[src/rtl/axi_slave_read_resp_pop_fsm_pkg.sv]
// axi_slave_package: shared response/state enums and default widths for the R-channel pop path
package axi_slave_package;
  typedef enum logic [1:0] {OKAY = 2'b00, EXOKAY = 2'b01, SLVERR = 2'b10, DECERR = 2'b11} resp_t;
  typedef enum logic {IDLE, BURST} pop_state_t;
  localparam int DEF_DATA_WIDTH = 64;
  localparam int DEF_ID_WIDTH = 4;
  localparam int DEF_LEN_WIDTH = 8;
endpackage

[src/rtl/axi_slave_read_resp_pop_fsm_beat_counter.sv]
// beat_counter: load/enable up/down counter (mode=1 counts down) with zero flag; ports clk, rst, load, load_val, en, mode -> count, zero
module beat_counter #(
  parameter int WIDTH = 8
) (
  input  logic             clk,
  input  logic             rst,
  input  logic             load,
  input  logic [WIDTH-1:0] load_val,
  input  logic             en,
  input  logic             mode,
  output logic [WIDTH-1:0] count,
  output logic             zero
);
  always_ff @(posedge clk)
    if (rst) count <= '0;
    else if (load) count <= load_val;
    else if (en) count <= mode ? count - 1'b1 : count + 1'b1;
  assign zero = count == '0;
endmodule

[src/rtl/axi_slave_read_resp_pop_fsm.sv]
// axi_slave_read_resp_pop_fsm: drains header+data buffers into the AXI4 R channel; ports: header FIFO (hdr_*), data FIFO (data_*), R channel, busy
module axi_slave_read_resp_pop_fsm
  import axi_slave_package::*;
#(
  parameter int DATA_WIDTH = DEF_DATA_WIDTH,
  parameter int ID_WIDTH   = DEF_ID_WIDTH,
  parameter int LEN_WIDTH  = DEF_LEN_WIDTH
) (
  input  logic                  clk,
  input  logic                  rst,
  input  logic                  hdr_empty,
  input  logic [ID_WIDTH-1:0]   hdr_id,
  input  logic [LEN_WIDTH-1:0]  hdr_len,
  input  logic [1:0]            hdr_resp,
  output logic                  hdr_rd_en,
  input  logic                  data_empty,
  input  logic [DATA_WIDTH-1:0] data_in,
  output logic                  data_rd_en,
  output logic                  RVALID,
  input  logic                  RREADY,
  output logic [DATA_WIDTH-1:0] RDATA,
  output logic [ID_WIDTH-1:0]   RID,
  output logic [1:0]            RRESP,
  output logic                  RLAST,
  output logic                  busy
);
  pop_state_t state, state_nx;
  logic [ID_WIDTH-1:0] cur_id;
  resp_t cur_resp;
  logic [LEN_WIDTH-1:0] count;
  logic zero, free;
  assign free = !RVALID || RREADY;
  // pops are suppressed while rst is held so the buffers lose nothing during reset
  always_comb begin
    hdr_rd_en = 1'b0;
    data_rd_en = 1'b0;
    state_nx = state;
    hdr_rd_en = !rst && state == IDLE && !hdr_empty;
    data_rd_en = !rst && state == BURST && free && !data_empty;
    state_nx = hdr_rd_en ? BURST : (data_rd_en && zero) ? IDLE : state;
  end
  always_ff @(posedge clk)
    if (rst) begin
      state <= IDLE;
      RVALID <= 1'b0;
      RLAST <= 1'b0;
      RDATA <= '0;
      RID <= '0;
      RRESP <= '0;
      cur_id <= '0;
      cur_resp <= OKAY;
    end else begin
      state <= state_nx;
      if (hdr_rd_en) begin
        cur_id <= hdr_id;
        cur_resp <= resp_t'(hdr_resp);
      end
      if (data_rd_en) begin
        RDATA <= data_in;
        RID <= cur_id;
        RRESP <= cur_resp;
        RVALID <= 1'b1;
        RLAST <= zero;
      end else if (RREADY) begin
        RVALID <= 1'b0;
        RLAST <= 1'b0;
      end
    end
  // the beat loaded at count==0 leaves BURST, so the counter never needs to wrap
  beat_counter #(.WIDTH(LEN_WIDTH)) u_cnt (
    .clk(clk),
    .rst(rst),
    .load(hdr_rd_en),
    .load_val(hdr_len),
    .en(data_rd_en && !zero),
    .mode(1'b1),
    .count(count),
    .zero(zero)
  );
  assign busy = state != IDLE || RVALID;
endmodule
[config.mk]
export PLATFORM = sky130hd
export DESIGN_NAME = axi_slave_read_resp_pop_fsm
export DESIGN_NICKNAME = d
export VERILOG_FILES = /design/src/rtl/axi_slave_read_resp_pop_fsm_pkg.sv /design/src/rtl/axi_slave_read_resp_pop_fsm_beat_counter.sv /design/src/rtl/axi_slave_read_resp_pop_fsm.sv
export SDC_FILE = /design/constraint.sdc
export NUM_CORES = 1
export LEC_CHECK = 0
export BUFFER_PORTS_ARGS = -buffer_cell sky130_fd_sc_hd__buf_4
export CORE_AREA = 10 10 96 98
export DETAILED_ROUTE_END_ITERATION = 10
export DIE_AREA = 0 0 106 108
export PLACE_DENSITY = 0.85
export SLEW_MARGIN = 15
export SYNTH_ARGS = -nofsm -noshare
export SYNTH_HDL_FRONTEND = slang
export SYNTH_SLANG_ARGS = --single-unit
[constraint.sdc]
create_clock -name clk -period 2.2 [get_ports clk]
set_clock_uncertainty 0.2 [all_clocks]
set_input_delay 0.11 -clock clk [delete_from_list [all_inputs] [get_ports clk]]
set_output_delay 0.11 -clock clk [all_outputs]
set_load 0.02 [all_outputs]
==> impl_results.md, run 1 <==
* Outcome: completed
* Total GRT Usage at 21.2%
* Post-route cell area at 5490 sq um
* Total power at 0.00355 W
* Hold Slack at 0.114 ns
* Max-slew headroom at 41.9%
* HP Class: in -> reg
* IO Port Bufs at 157
* Area Growth Syn to Fin at 69.7%
* Global route overflow at 0
* Setup TNS at 0 ns
* Postcts setup bufs at 0
* Hpwl dp at 7.09 mm
* Crit start category: input port
* Largest family of logic cells by synthesized area: simple AND/OR/NAND/NOR gates
* EDFF count, synth at 0
* Min-Delay Path Depth at 5
* Core ar. at 7450 sq um
* 1st-pass router iterations at 4
* Via-to-Cell Ratio at 4.91
* Cells after Synth at 405
* Final GP Congestion at 0.755
* Placed cell area at 4430 sq um
* Initial antenna violation count at 0
* Internal reg-to-reg setup slack at 0.13 ns
* Drt total wl at 12.3 mm
* Tcrit/Tclk final at 98.8%
* Die width at 106 microns
* Seq/Total Area, Yosys at 53.8%
* Pwr per Cell Area at 646 nW/um^2
* Vias post-DR at 3,628
* Fraction of layout cells with a size suffix above 1 at 29.0%
* Fmax at 0.460 GHz
* Initial Util at 43.4%
* Routed len/inst at 16.6 microns
* Vias in the first global route at 3,735
* Worst-Skew Late Latency at 0.35 ns
* Count of cell types in the netlist at 31
* Non-filler cells, final at 739
* Fraction of registers with async set/reset at 0%
* Synth Area in XOR/XNOR at 1.35%
* WP data arrival at 1.86 ns
* Nets at 714
* Mux contribution to synthesized area at 0.309%
* Final Hold Fails at 0
* Post-synth top area share at 53.8%
* Min-Delay Endpoint: cur_id[1]$_SDFFE_PP0P_
* Synthesized area at 3240 sq um
* Reg2Reg Depth at 6
* Kind of critical path: in -> out
* Clock Sink Count at 87
* Worst flop-to-flop path startpoint: RVALID$_SDFFE_PP0P_
* H-tree Lvls at 3
* Dominant synthesized flop cell: dfxtp_1
* Root Buffer: clkbuf_8
* Final setup violation count at 0
* DP Cell Count at 640
* Clock period minus worst slack at 2.17 ns
* Worst EP required at 1.89 ns
* MaxCap Viol Count at 0
* Pin count of the biggest net entering global routing at 88
* Slew @ Worst Pin at 0.871 ns
* YS warnings at 0
* Antenna viol nets, final at 0
* Worst Path Max Fanout at 28
* Filler Cell Count at 514
* First-pass GRT wire length at 19.5 mm
* Die footprint at 11,400 sq um
* LEAKAGE at 2.35 nW
* Cell with the most instances after synthesis: nand2_1
* RSZ-0062 raised after global routing: true
* Synth cell count leaders: nand2_1, dfxtp_1, a21oi_1, nor2_1, clkbuf_1
* Syn_nets at 489
* Reg-to-Reg End: RLAST$_SDFFE_PP0P_
* Hold path start: hdr_empty
* Clock transition at path regs at 0.09 ns
* Synth Register Bits at 87
* Synth Area in Compound Gates at 13.9%
* Biggest area consumer among synthesized cells: dfxtp_1
* Worst Setup End Kind: primary output
* First-iteration detailed-routing DRC count at 117
* Post-Synth Simple-Gate Area at 24.5%
* Synth area leaders: dfxtp_1, nand2_1, a21oi_1
* Average cell area after synthesis at 7.99 sq um
* CTS max path bufs at 2
* TritonCTS clock tree: done
* IO Count at 158
* Die Ht at 108 microns
* Clock buffer count from CTS at 9
* Core Rows at 32
* Post-route DRC at 0
* Adder-Cell Fraction of Synth Area at 0.387%
* Worst VDD drop at 0.000347 V
* Slew Limit Fails at 0
## critical path: stages
cell and delay, ns:
dlygate4sd3_1 0.57, buf_4 0.16, nand2b_1 0.14, or3_4 0.40, clkinv_8 0.13, buf_16 0.17
buf_4 0.16
## layer usage
metal  routed length, microns  track usage [%]
met5                        0                0
met1                     4800             23.1
met3                      976             7.79
met2                     6200             36.9
met4                      276             8.51
## cells by family after synthesis
| family | count (synthesis) |
|---|---|
| muxes | 1 |
| DFF | 87 |
| xor gates and xnor gates | 5 |
| buffers and inverters | 34 |
| and+or+nand+nor | 193 |
| AOI/OAI and AO/OA | 84 |
| adders and majority gates | 1 |
## where the power goes
| group | total, W | switching (W) | internal, W |
|---|---|---|---|
| sequential | 0.00168 | 0.0000435 | 0.00164 |
| clock | 0.00126 | 0.000608 | 0.000652 |
| combinational | 0.000608 | 0.000290 | 0.000317 |
| total | 0.00355 | 0.000942 | 0.00261 |
## sequential cells by signal, indices dropped and copies added, names as in the netlist
name and cells:
RRESP 2, RLAST 1, cur_id 4, cur_resp 2
RID 4, u_cnt.count 8, RDATA 64, RVALID 1
state 1
## how the worst max path moves through the flow
stage / start / to / slack, ns / depth (start not counted)
6_report: rst / data_rd_en / 0.03 / 7
3_3_place_gp: RVALID$_SDFFE_PP0P_ / u_cnt.count[1]$_SDFFE_PP0P_ / 0.24 / 6
3_5_place_dp: RVALID$_SDFFE_PP0P_ / u_cnt.count[5]$_SDFFE_PP0P_ / 0.19 / 6
4_1_cts: rst / data_rd_en / 0.03 / 7
2_1_floorplan: RVALID$_SDFFE_PP0P_ / RDATA[27]$_SDFFE_PP0P_ / 0.38 / 8
5_1_grt: RVALID$_SDFFE_PP0P_ / RLAST$_SDFFE_PP0P_ / -0.04 / 6
## layout by cell type, fill, tap and decap left out, types with 2 or more instances in the layout
master and n:
nor2_1 13, nand3b_1 7, nor3_1 2, bufinv_16 2, nand4_1 3, clkbuf_8 9
nand3_1 3, xor2_1 4, diode_2 2, inv_6 2, o21ai_0 2, dfxtp_1 87
dlygate4sd3_1 80, a211oi_1 5, inv_1 4, nand2_1 157, a21oi_1 73, nor2b_1 2
buf_4 161, clkinv_4 3
## what timing repair did
item | in CTS | in global routing
hold buffers | 80 | 0
endpoints found under the setup margin | 1 | 4
resized for setup | 2 | 1
gates cloned | 1 | 0
endpoints found under the hold margin | 81 | 0
## layout make-up
type / instances / area [sq um] / area share [%]
Inverter: 5 / 31.3 / 0.570
Sequential cell: 87 / 1740 / 31.7
Antenna cell: 2 / 5.00 / 0.0911
Timing Repair Buffer: 242 / 2040 / 37.1
Clock buffer: 9 / 124 / 2.26
Clock inverter: 7 / 103 / 1.87
Multi-Input combinational cell: 284 / 1310 / 23.9
Tap cell: 102 / 128 / 2.32
Timing Repair inverter: 1 / 8.76 / 0.159
## through the flow
stage | worst slack, ns | util [%]
3_5_place_dp | 0.192 | 59.5
4_1_cts | 0.0327 | 73.6
5_1_grt | -0.0374 | 73.7
3_3_place_gp | 0.241 | 59.5
2_1_floorplan | 0.377 | -
6_report | 0.0271 | 73.7
Note: power is estimated with default switching activity, not from simulation.
==> inputs of run 2 (changes only) <==
--- a/config.mk
+++ b/config.mk
@@ -6,10 +6,11 @@
 export NUM_CORES = 1
 export LEC_CHECK = 0
 export BUFFER_PORTS_ARGS = -buffer_cell sky130_fd_sc_hd__buf_4
-export CORE_AREA = 10 10 96 98
+export CORE_AREA = 10 10 112 114
 export DETAILED_ROUTE_END_ITERATION = 10
-export DIE_AREA = 0 0 106 108
-export PLACE_DENSITY = 0.85
+export DIE_AREA = 0 0 122 124
+export PLACE_DENSITY = 0.66
+export REMOVE_ABC_BUFFERS = 1
 export SLEW_MARGIN = 15
 export SYNTH_ARGS = -nofsm -noshare
 export SYNTH_HDL_FRONTEND = slang
==> run 2 against run 1 <==
  * Worst hold slack got worse by 0.038 ns
  * Critical path depth down 3
  * First-iteration DRC count up 32%
  * Final area decreased by 0.39%
  * Clock power decreased by 17%
==> impl_results.md, run 2 (synthesized netlist as in run 1, its figures left out) <==
* Outcome: completed (unchanged)
* Worst flop-to-flop path startpoint: RVALID$_SDFFE_PP0P_ (unchanged)
* IO Count at 158 (unchanged)
* Die Ht at 124 microns (was 108 microns)
* CTS max path bufs at 2 (unchanged)
* Clock period minus worst slack at 2.09 ns (was 2.17 ns)
* Worst path buffer plus inverter count at 2 (was 5)
* Biggest regs: RDATA (64), u_cnt.count (8) (unchanged)
* Die footprint at 15,100 sq um (was 11,400 sq um)
* First-iteration detailed-routing DRC count at 154 (was 117)
* Initial antenna violation count at 0 (unchanged)
* Area Growth Syn to Fin at 69.1% (was 69.7%)
* Routed len/inst at 14.3 microns (was 16.6 microns)
* TritonCTS clock tree: done (unchanged)
* Pwr per Cell Area at 608 nW/um^2 (was 646 nW/um^2)
* Initial Util at 31.6% (was 43.4%)
* Sw Pwr at 0.000893 W (was 0.000942 W)
* Non-filler cells, final at 771 (was 739)
* WP data arrival at 1.78 ns (was 1.86 ns)
* DP Cell Count at 676 (was 640)
* Max incr delay on CP at 0.53 ns (was 0.57 ns)
* Crit start category: flip-flop (was input port)
* Sw frac at 26.8% (was 26.5%)
* 1st-pass router iterations at 4 (unchanged)
* Post-route DRC at 0 (unchanged)
* Vias post-DR at 3,467 (was 3,628)
* Worst VDD drop at 0.000341 V (was 0.000347 V)
* Reg2Reg Depth at 6 (unchanged)
* Slew Limit Fails at 0 (unchanged)
* Met2 wire length at 5.37 mm (was 6.20 mm)
* Metal-1 WL at 4.55 mm (was 4.80 mm)
* Core ar. at 10,200 sq um (was 7450 sq um)
* Via-to-Cell Ratio at 4.50 (was 4.91)
* Reg-to-Reg End: u_cnt.count[1]$_SDFFE_PP0P_ (was RLAST$_SDFFE_PP0P_)
* Tcrit/Tclk final at 95.2% (was 98.8%)
* Hold path start: rst (was hdr_empty)
* Clock Sink Count at 87 (unchanged)
* N_diodes at 0 (was 2)
* Clock transition at path regs at 0.08 ns (was 0.09 ns)
* Antenna viol nets, final at 0 (unchanged)
* Kind of critical path: reg -> out (was in -> out)
* H-tree Lvls at 3 (unchanged)
* Hpwl dp at 7.33 mm (was 7.09 mm)
* MaxCap Viol Count at 0 (unchanged)
* Internal reg-to-reg setup slack at 0.15 ns (was 0.13 ns)
* Total power at 0.00333 W (was 0.00355 W)
* Worst Path Max Fanout at 65 (was 28)
* Setup ws final at 0.105 ns (was 0.0271 ns)
* Total GRT Usage at 14.1% (was 21.2%)
* Comb pwr share at 17.9% (was 17.1%)
* Commonest non-fill, non-tap cells in the layout: buf_4, nand2_1, dfxtp_1 (unchanged)
* Number of flip-flops in the largest register at 64 (unchanged)
* Final setup violation count at 0 (unchanged)
* Clock share of power at 31.7% (was 35.5%)
* CP cell instances: nor2b_1 > or3_2 > clkinv_8 > buf_4 (was dlygate4sd3_1 > buf_4 > nand2b_1 > or3_4 > clkinv_8 > buf_16 > buf_4)
* Min-Delay Endpoint: RLAST$_SDFFE_PP0P_ (was cur_id[1]$_SDFFE_PP0P_)
* Slowest stage cell, crit path: or3_2 (was dlygate4sd3_1)
* Worst-Skew Late Latency at 0.34 ns (was 0.35 ns)
* First-pass GRT wire length at 17.4 mm (was 19.5 mm)
* HP Class: in -> reg (unchanged)
* Seq pwr share at 50.5% (was 47.4%)
* Global route overflow at 0 (unchanged)
* Core Rows at 37 (was 32)
* Top sig layer: met4 (unchanged)
* Fmax at 0.477 GHz (was 0.460 GHz)
* Worst EP required at 1.89 ns (about the same)
* Nets at 714 (unchanged)
* LEAKAGE at 2.32 nW (was 2.35 nW)
* Max-slew headroom at 49.1% (was 41.9%)
* IO Port Bufs at 157 (unchanged)
* Root Buffer: clkbuf_8 (unchanged)
* Met3 wire length at 887 microns (was 976 microns)
* Setup TNS at 0 ns (unchanged)
* Critical path origin: RVALID$_SDFFE_PP0P_ (was rst)
* RSZ-0062 raised after global routing: false (was true)
* Commonest non-fill, non-tap cell in the layout: buf_4 (unchanged)
* Min-Delay Path Depth at 3 (was 5)
* Final Hold Fails at 0 (unchanged)
* Crit path max-delay family: simple AND/OR/NAND/NOR gates (was buffers and inverters)
* Die width at 122 microns (was 106 microns)
* Post-Route Utilization at 53.5% (was 73.7%)
* Fraction of layout cells with a size suffix above 1 at 29.0% (unchanged)
* Int Pwr at 0.00243 W (was 0.00261 W)
* Top reg by flops: RDATA (unchanged)
* Slew @ Worst Pin at 0.763 ns (was 0.871 ns)
* Postcts setup bufs at 0 (unchanged)
* Clock buffer count from CTS at 9 (unchanged)
* Pin count of the biggest net entering global routing at 73 (was 88)
* Final GP Congestion at 0.775 (was 0.755)
* Worst Setup End Kind: primary output (unchanged)
* Vias in the first global route at 3,510 (was 3,735)
* Drt total wl at 11.0 mm (was 12.3 mm)
* Worst slack at placement at 0.201 ns (was 0.192 ns)
run 2: cell types whose count changed in the layout (fill, tap and decap cells not counted), sizes merged:
cell	change
buf	+1
bufinv	-2
clkbuf	+2
clkinv	-1
clkinvlp	+1
diode	-2
inv	-1
run 2: timing repair:
action	CTS	global route
resized for setup	1	0
hold buffers	80	0
endpoints found under the hold margin	81	0
endpoints found under the setup margin	1	0
run 2: per-layer routing:
metal,GRT usage [%],up-vias
li1,-,1763
met1,15.7,1571
met2,24.2,116
met3,5.02,17
met4,4.99,0
met5,0,-
run 2: per-stage QoR:
stage / hold slack (ns) / area (sq um)
after floorplan: -0.0254 / 3070
after global placement: 0.0963 / 4490
after detailed placement: 0.0998 / 4490
after CTS: 0.0633 / 5470
after global routing: 0.0793 / 5470
final: 0.0756 / 5470
run 2: power groups by stage:
| stage | Sequential (W) | Clock, W | Combinational [W] |
|---|---|---|---|
| after CTS | 0.00168 | 0.00110 | 0.000595 |
| after detailed placement | 0.00172 | 0 | 0.000481 |
| after global routing | 0.00169 | 0.00117 | 0.000649 |
| after floorplan | 0.00176 | 0 | 0.000166 |
| final | 0.00168 | 0.00105 | 0.000594 |
| after global placement | 0.00171 | 0 | 0.000476 |
run 2: worst max path at each step:
stage                                  endpoint  slack (ns)  cells after the start
floorplan           u_cnt.count[6]$_SDFFE_PP0P_       -1.38                      6
global placement    u_cnt.count[1]$_SDFFE_PP0P_        0.23                      6
detailed placement  u_cnt.count[5]$_SDFFE_PP0P_        0.20                      6
CTS                                  data_rd_en        0.08                      4
global route                 RLAST$_SDFFE_PP0P_       0.004                      8
finish                               data_rd_en        0.11                      4
run 2: worst register-to-register path, delay by kind of cell, from the launching register on:
family,cells,cell delay (ns)
buffers and inverters,1,0.25
flip-flops,1,0.32
AND/OR/NAND/NOR,2,0.66
AO/OA/AOI/OAI,3,0.56
run 2: final cells by class:
type,instances,area [sq um]
fillers,939,4760
repair buffers,243,2020
well taps,136,170
flip-flops and latches,87,1740
clock buffers,11,151
inverters,5,31.3
clock inverters,5,41.3
multi-input cells,284,1310
